==> config.mk <==
export PLATFORM = sky130hd
export DESIGN_NAME = y_edge_logger
export DESIGN_NICKNAME = d
export VERILOG_FILES = /design/src/rtl/y_log_pkg.sv /design/src/rtl/y_edge_logger_evt_fifo.sv /design/src/rtl/y_edge_logger.sv
export SDC_FILE = /design/constraint.sdc
export NUM_CORES = 1
export LEC_CHECK = 0
export CORE_AREA = 4 4 126 92
export CTS_CLUSTER_SIZE = 12
export DETAILED_ROUTE_END_ITERATION = 7
export DIE_AREA = 0 0 130 96
export GPL_TIMING_DRIVEN = 1
export PLACE_DENSITY = 0.8
export SYNTH_ARGS = -nofsm -noshare
export SYNTH_HDL_FRONTEND = slang
export SYNTH_SLANG_ARGS = --single-unit
export TNS_END_PERCENT = 1
==> constraint.sdc <==
create_clock -name clk -period 2.35 [get_ports clk]
set_input_delay 0.3525 -clock clk [delete_from_list [all_inputs] [get_ports clk]]
set_output_delay 0.3525 -clock clk [all_outputs]
set_load 0.05 [all_outputs]
==> src/rtl/y_log_pkg.sv <==
// Shared types and default constants for the Y edge logger.
// evt_t describes one logged edge at the default timestamp width.
package y_log_pkg;
    localparam int DEF_SYNC_STAGES   = 2;
    localparam int DEF_STABLE_CYCLES = 4;
    localparam int DEF_CNT_W         = 8;
    localparam int DEF_TS_W          = 16;
    localparam int DEF_DEPTH         = 4;

    typedef enum logic {ST_STABLE, ST_QUALIFY} filt_state_e;

    typedef struct packed {
        logic                dir;
        logic [DEF_TS_W-1:0] ts;
    } evt_t;
endpackage

==> src/rtl/y_edge_logger_evt_fifo.sv <==
// Small synchronous FIFO for edge events; flush empties it and wins over push/pop.
// A push while full only succeeds when a pop frees a slot in the same cycle.
module evt_fifo #(
    parameter int DEPTH = 4,
    parameter int W     = 17
) (
    input  logic         clk,
    input  logic         rst_n,
    input  logic         push,
    input  logic         pop,
    input  logic         flush,
    input  logic [W-1:0] din,
    output logic         full,
    output logic         empty,
    output logic [W-1:0] dout
);
    localparam int AW = $clog2(DEPTH);

    logic [W-1:0] mem_q [DEPTH];
    logic [AW:0]  wr_q, rd_q;
    logic         do_push, do_pop;

    assign empty   = (wr_q == rd_q);
    assign full    = (wr_q[AW] != rd_q[AW]) && (wr_q[AW-1:0] == rd_q[AW-1:0]);
    assign do_pop  = pop && !empty;
    assign do_push = push && (!full || do_pop);
    // Head is forced to zero when empty so outputs read 0 out of reset and clear.
    assign dout    = empty ? '0 : mem_q[rd_q[AW-1:0]];

    always_ff @(posedge clk or negedge rst_n) begin
        if (!rst_n) begin
            wr_q <= '0;
            rd_q <= '0;
            for (int i = 0; i < DEPTH; i++) mem_q[i] <= '0;
        end else if (flush) begin
            wr_q <= '0;
            rd_q <= '0;
        end else begin
            if (do_push) begin
                mem_q[wr_q[AW-1:0]] <= din;
                wr_q                <= wr_q + 1'b1;
            end
            if (do_pop) rd_q <= rd_q + 1'b1;
        end
    end
endmodule

==> src/rtl/y_edge_logger.sv <==
// Synchronises and glitch-filters the async Y signal, counts accepted rises and
// logs timestamped edges into a FIFO drained over valid/ready.
module y_edge_logger
    import y_log_pkg::*;
#(
    parameter int SYNC_STAGES   = DEF_SYNC_STAGES,
    parameter int STABLE_CYCLES = DEF_STABLE_CYCLES,
    parameter int CNT_W         = DEF_CNT_W,
    parameter int TS_W          = DEF_TS_W,
    parameter int DEPTH         = DEF_DEPTH
) (
    input  logic             clk,
    input  logic             rst_n,
    input  logic             y_in,
    input  logic             clear,
    output logic             y_filt,
    output logic             rise_pulse,
    output logic             fall_pulse,
    output logic [CNT_W-1:0] rise_cnt,
    output logic             cnt_sat,
    output logic             evt_valid,
    input  logic             evt_ready,
    output logic             evt_dir,
    output logic [TS_W-1:0]  evt_ts,
    output logic             overflow
);
    localparam int QW = $clog2(STABLE_CYCLES + 1);

    logic [SYNC_STAGES-1:0] sync_q;
    logic                   y_s;
    filt_state_e            state_q, state_d;
    logic [QW-1:0]          qcnt_q, qcnt_d;
    logic                   upd;
    logic                   y_filt_q, y_filt_d;
    logic                   rise_q, rise_d, fall_q, fall_d;
    logic [TS_W-1:0]        ts_q;
    logic [CNT_W-1:0]       cnt_q;
    logic                   ovf_q;
    logic                   f_push, f_pop, f_full, f_empty;
    logic [TS_W:0]          f_dout;

    always_ff @(posedge clk or negedge rst_n) begin
        if (!rst_n) sync_q <= '0;
        else        sync_q <= {sync_q[SYNC_STAGES-2:0], y_in};
    end
    assign y_s = sync_q[SYNC_STAGES-1];

    always_ff @(posedge clk or negedge rst_n) begin
        if (!rst_n) begin
            state_q <= ST_STABLE;
            qcnt_q  <= '0;
        end else begin
            state_q <= state_d;
            qcnt_q  <= qcnt_d;
        end
    end

    // qcnt holds how many consecutive mismatching samples have been seen.
    always_comb begin
        state_d = state_q;
        qcnt_d  = '0;
        upd     = 1'b0;
        case (state_q)
            ST_STABLE: begin
                if (y_s != y_filt_q) begin
                    if (STABLE_CYCLES == 1) begin
                        upd = 1'b1;
                    end else begin
                        state_d = ST_QUALIFY;
                        qcnt_d  = QW'(1);
                    end
                end
            end
            ST_QUALIFY: begin
                if (y_s == y_filt_q) begin
                    state_d = ST_STABLE;
                end else if (qcnt_q == QW'(STABLE_CYCLES - 1)) begin
                    upd     = 1'b1;
                    state_d = ST_STABLE;
                end else begin
                    qcnt_d  = qcnt_q + QW'(1);
                end
            end
            default: state_d = ST_STABLE;
        endcase
    end

    always_comb begin
        y_filt_d = upd ? y_s : y_filt_q;
        rise_d   = upd && y_s;
        fall_d   = upd && !y_s;
    end

    always_ff @(posedge clk or negedge rst_n) begin
        if (!rst_n) begin
            y_filt_q <= 1'b0;
            rise_q   <= 1'b0;
            fall_q   <= 1'b0;
            ts_q     <= '0;
        end else begin
            y_filt_q <= y_filt_d;
            rise_q   <= rise_d;
            fall_q   <= fall_d;
            ts_q     <= ts_q + TS_W'(1);
        end
    end

    // clear discards any coinciding event or pop; the filter path keeps running.
    assign f_push = upd && !clear;
    assign f_pop  = evt_valid && evt_ready && !clear;

    always_ff @(posedge clk or negedge rst_n) begin
        if (!rst_n) begin
            cnt_q <= '0;
            ovf_q <= 1'b0;
        end else if (clear) begin
            cnt_q <= '0;
            ovf_q <= 1'b0;
        end else begin
            if (rise_d && !(&cnt_q)) cnt_q <= cnt_q + CNT_W'(1);
            if (f_push && f_full && !f_pop) ovf_q <= 1'b1;
        end
    end

    evt_fifo #(.DEPTH(DEPTH), .W(TS_W + 1)) u_fifo (
        .clk   (clk),
        .rst_n (rst_n),
        .push  (f_push),
        .pop   (f_pop),
        .flush (clear),
        .din   ({y_s, ts_q}),
        .full  (f_full),
        .empty (f_empty),
        .dout  (f_dout)
    );

    assign y_filt     = y_filt_q;
    assign rise_pulse = rise_q;
    assign fall_pulse = fall_q;
    assign rise_cnt   = cnt_q;
    assign cnt_sat    = &cnt_q;
    assign evt_valid  = !f_empty;
    assign evt_dir    = f_dout[TS_W];
    assign evt_ts     = f_dout[TS_W-1:0];
    assign overflow   = ovf_q;
endmodule

==> results.sh, run 1 <==
export IMPL_ant_nets=0
export IMPL_grt_ovfl_total=0
export IMPL_ys_types=50
export IMPL_finalCritPeriodShare_pct=95.9
export IMPL_irDropWorstVdd_v=0.000429
export IMPL_firstDrtPassIters=4
export IMPL_slew_headroom_pct=60.8
export IMPL_cellLeakagePower_uw=0.00272
export IMPL_hold_buffers=1
export IMPL_port_buffers=35
export IMPL_critPathCaptureType="output pin"
export IMPL_fillCellCount=831
export IMPL_syn_inst=354
export IMPL_met3_length_um=442
export IMPL_rows=31
export IMPL_die_x_um=130
export IMPL_fin_nets=410
export IMPL_drtIter0Drc=166
export IMPL_finalSetupViolCount=0
export IMPL_worstSetupStartpointType="register"
export IMPL_status="finished, final reports clean"
export IMPL_synth_top_cell_area_share_pct=52.8
export IMPL_worst_slew_pin_slew_ps=573
export IMPL_grt_pass1_wl_um=16700
export IMPL_wl_met2_um=4650
export IMPL_synthTopCellsByArea="dfrtp_1, mux2_2, mux4_2"
export IMPL_die_area_um2=12500
export IMPL_power_uw=3980
export IMPL_drive_above_1_share_pct=34.9
export IMPL_reg2reg_slack_ps=220
export IMPL_async_reset_ff_share_pct=100
export IMPL_placed_cell_area_um2=5630
export IMPL_cts_resized_gates=0
export IMPL_drcViolationCount=0
export IMPL_crit_end="evt_ts[1]"
export IMPL_gp_congestion=0.802
export IMPL_cts_tree="done"
export IMPL_numCtsBuffers=9
export IMPL_area_growth_pct=16.3
export IMPL_core_area_um2=10200
export IMPL_yosys_most_used_dff="dfrtp_1"
export IMPL_r2r_end="u_fifo.mem_q[50]"
export IMPL_maxCapViolations=0
export IMPL_syn_area_um2=5110
export IMPL_cts_root_buf="clkbuf_16"
export IMPL_setup_tns_final_ps=0
export IMPL_clock_fmax_ghz=0.444
export IMPL_io_pins=36
export IMPL_vias_per_cell=5.57
export IMPL_synth_edff_count=0
export IMPL_grt_max_degree=49
export IMPL_rsz0062_at_grt="no"
export IMPL_vias=2971
export IMPL_yosysTopAreaCell="dfrtp_1"
export IMPL_cp_required_ps=2000
export IMPL_wirelength_um=9700
export IMPL_highest_layer="met4"
export IMPL_hp_class="register to register"
export IMPL_synth_avg_cell_area_um2=14.4
export IMPL_postCtsSetupBuffers=0
export IMPL_antenna_found_initial=0
export IMPL_power_density_nw_per_um2=669
export IMPL_final_max_slew_violation_count=0
export IMPL_clock_sinks=108
export IMPL_clk_pin_slew_ps=70
export IMPL_cts_htree_levels=3
export IMPL_yosys_warnings=0
export IMPL_wl_per_cell_um=18.2
export IMPL_crit_path_max_fanout=19
export IMPL_grt_usage_pct=17.5
export IMPL_met1_length_um=4500
export IMPL_seq_area_frac_synth_pct=52.8
export IMPL_synth_seq_cells=108
export IMPL_final_min_clock_period_ps=2250
export IMPL_r2r_cells=6
export IMPL_post_dp_hpwl_um=6520
export IMPL_insertion_delay_ps=340
export IMPL_synth_nets=367
export IMPL_critPathKind="register to output pin"
export IMPL_finalInstanceArea_um2=5950
export IMPL_dieHeight_um=96
export IMPL_start_util_pct=50.0
export IMPL_grt_pass1_vias=3161
export IMPL_cts_path_max_buffers=2
export IMPL_clock_skew_ps=6.17
export IMPL_worst_endpoint_arrival_ps=1900
export IMPL_hold_viol=0
export IMPL_insertedDiodeCount=0
export IMPL_r2r_start="u_fifo.wr_q[0]"
export IMPL_crit_start="u_fifo.rd_q[0]"
[report_power, final]
group          total [uW]  internal, uW  switching (uW)  leakage, uW
Clock                1560           928             632     0.000142
Sequential           1990          1930            60.3      0.00148
Combinational         429           200             229      0.00110
[sequential cells by signal, summed over array words and instances, names as in the netlist]
register and cells:
u_fifo.mem_q 68, ts_q 16, rise_cnt 8, qcnt_q 3, u_fifo.rd_q 3, u_fifo.wr_q 3, sync_q 2, fall_pulse 1
overflow 1, rise_pulse 1, state_q 1, y_filt 1
[worst max-delay path: stages (launching register included)]
cell and delay (ps):
dfrtp_1 440, buf_12 230, mux4_2 540, nor2b_1 150, buf_4 180
[cell families after synthesis]
kind of cell	share of synthesized area, %
compound gates	2.79
mux	24.5
fa+ha+maj	1.96
buf+inv	2.81
xor+xnor	4.55
simple gates	10.5
flops	52.8
[layout by cell type, fill, tap and decap left out, types with 12 or more instances in the layout]
cell type | synthesis | routed
mux4_2 | 17 | 17
mux2_2 | 46 | 46
buf_4 | 2 | 26
xnor2_1 | 12 | 12
dfrtp_1 | 108 | 108
mux2_4 | 20 | 20
nor2b_1 | 18 | 18
nor2_1 | 18 | 18
clkdlybuf4s50_1 | 0 | 15
[cell type report]
class	count	area, um2	share of cell area, %
clock buffer	11	233	3.91
clock inverter	4	75.1	1.26
inverter	7	26.3	0.442
multi-input combinational	223	2270	38.2
sequential	108	2700	45.4
tap	132	165	2.78
timing repair buffer	48	475	7.99
[cell usage after synthesis (3+ instances only)]
library cell	number
nor4b_4	4
nor2_1	18
xor2_2	3
mux2_2	46
xor2_1	9
mux4_2	17
buf_6	5
nor2b_1	18
mux2i_1	3
nand3_1	6
nor4_1	3
ha_1	8
nand2_1	9
inv_1	7
and3_1	3
o21ai_0	3
clkbuf_1	7
mux2_4	20
a21oi_1	3
dfrtp_1	108
nand4_1	4
xnor2_1	12
[how the worst min path moves through the flow]
stage	start	to	slack, ps	cells past startpoint
floorplan	rst_n	fall_pulse	60	0
CTS	sync_q[0]	sync_q[1]	380	0
global placement	sync_q[0]	sync_q[1]	340	0
global route	sync_q[0]	sync_q[1]	380	0
detailed placement	rst_n	sync_q[0]	360	1
finish	sync_q[0]	sync_q[1]	370	0
[metal layers]
| metal | GRT usage, % | vias to the layer above |
|---|---|---|
| met3 | 4.27 | 13 |
| met1 | 24.3 | 1554 |
| met2 | 27.5 | 55 |
| met5 | 0 | - |
| li1 | - | 1349 |
| met4 | 5.28 | 0 |
[through the flow]
stage | utilization [%] | worst slack (ps) | std cells | hold WS, ps
3_5_place_dp | 55.0 | 179 | 517 | 360
5_1_grt | 58.1 | 12.4 | 533 | 383
2_1_floorplan | - | 64.5 | 354 | 56.9
3_3_place_gp | 55.0 | 213 | 517 | 338
4_1_cts | 58.1 | 70.1 | 533 | 378
6_report | 58.1 | 95.9 | 533 | 368
No activity file was read; power rests on OpenSTA's default activity.
==> inputs of run 2 (changes only) <==
CAP_MARGIN = 20   (was not set)
==> results of run 2 <==
No change in the layout: final DEF, timing and power equal those of run 1.
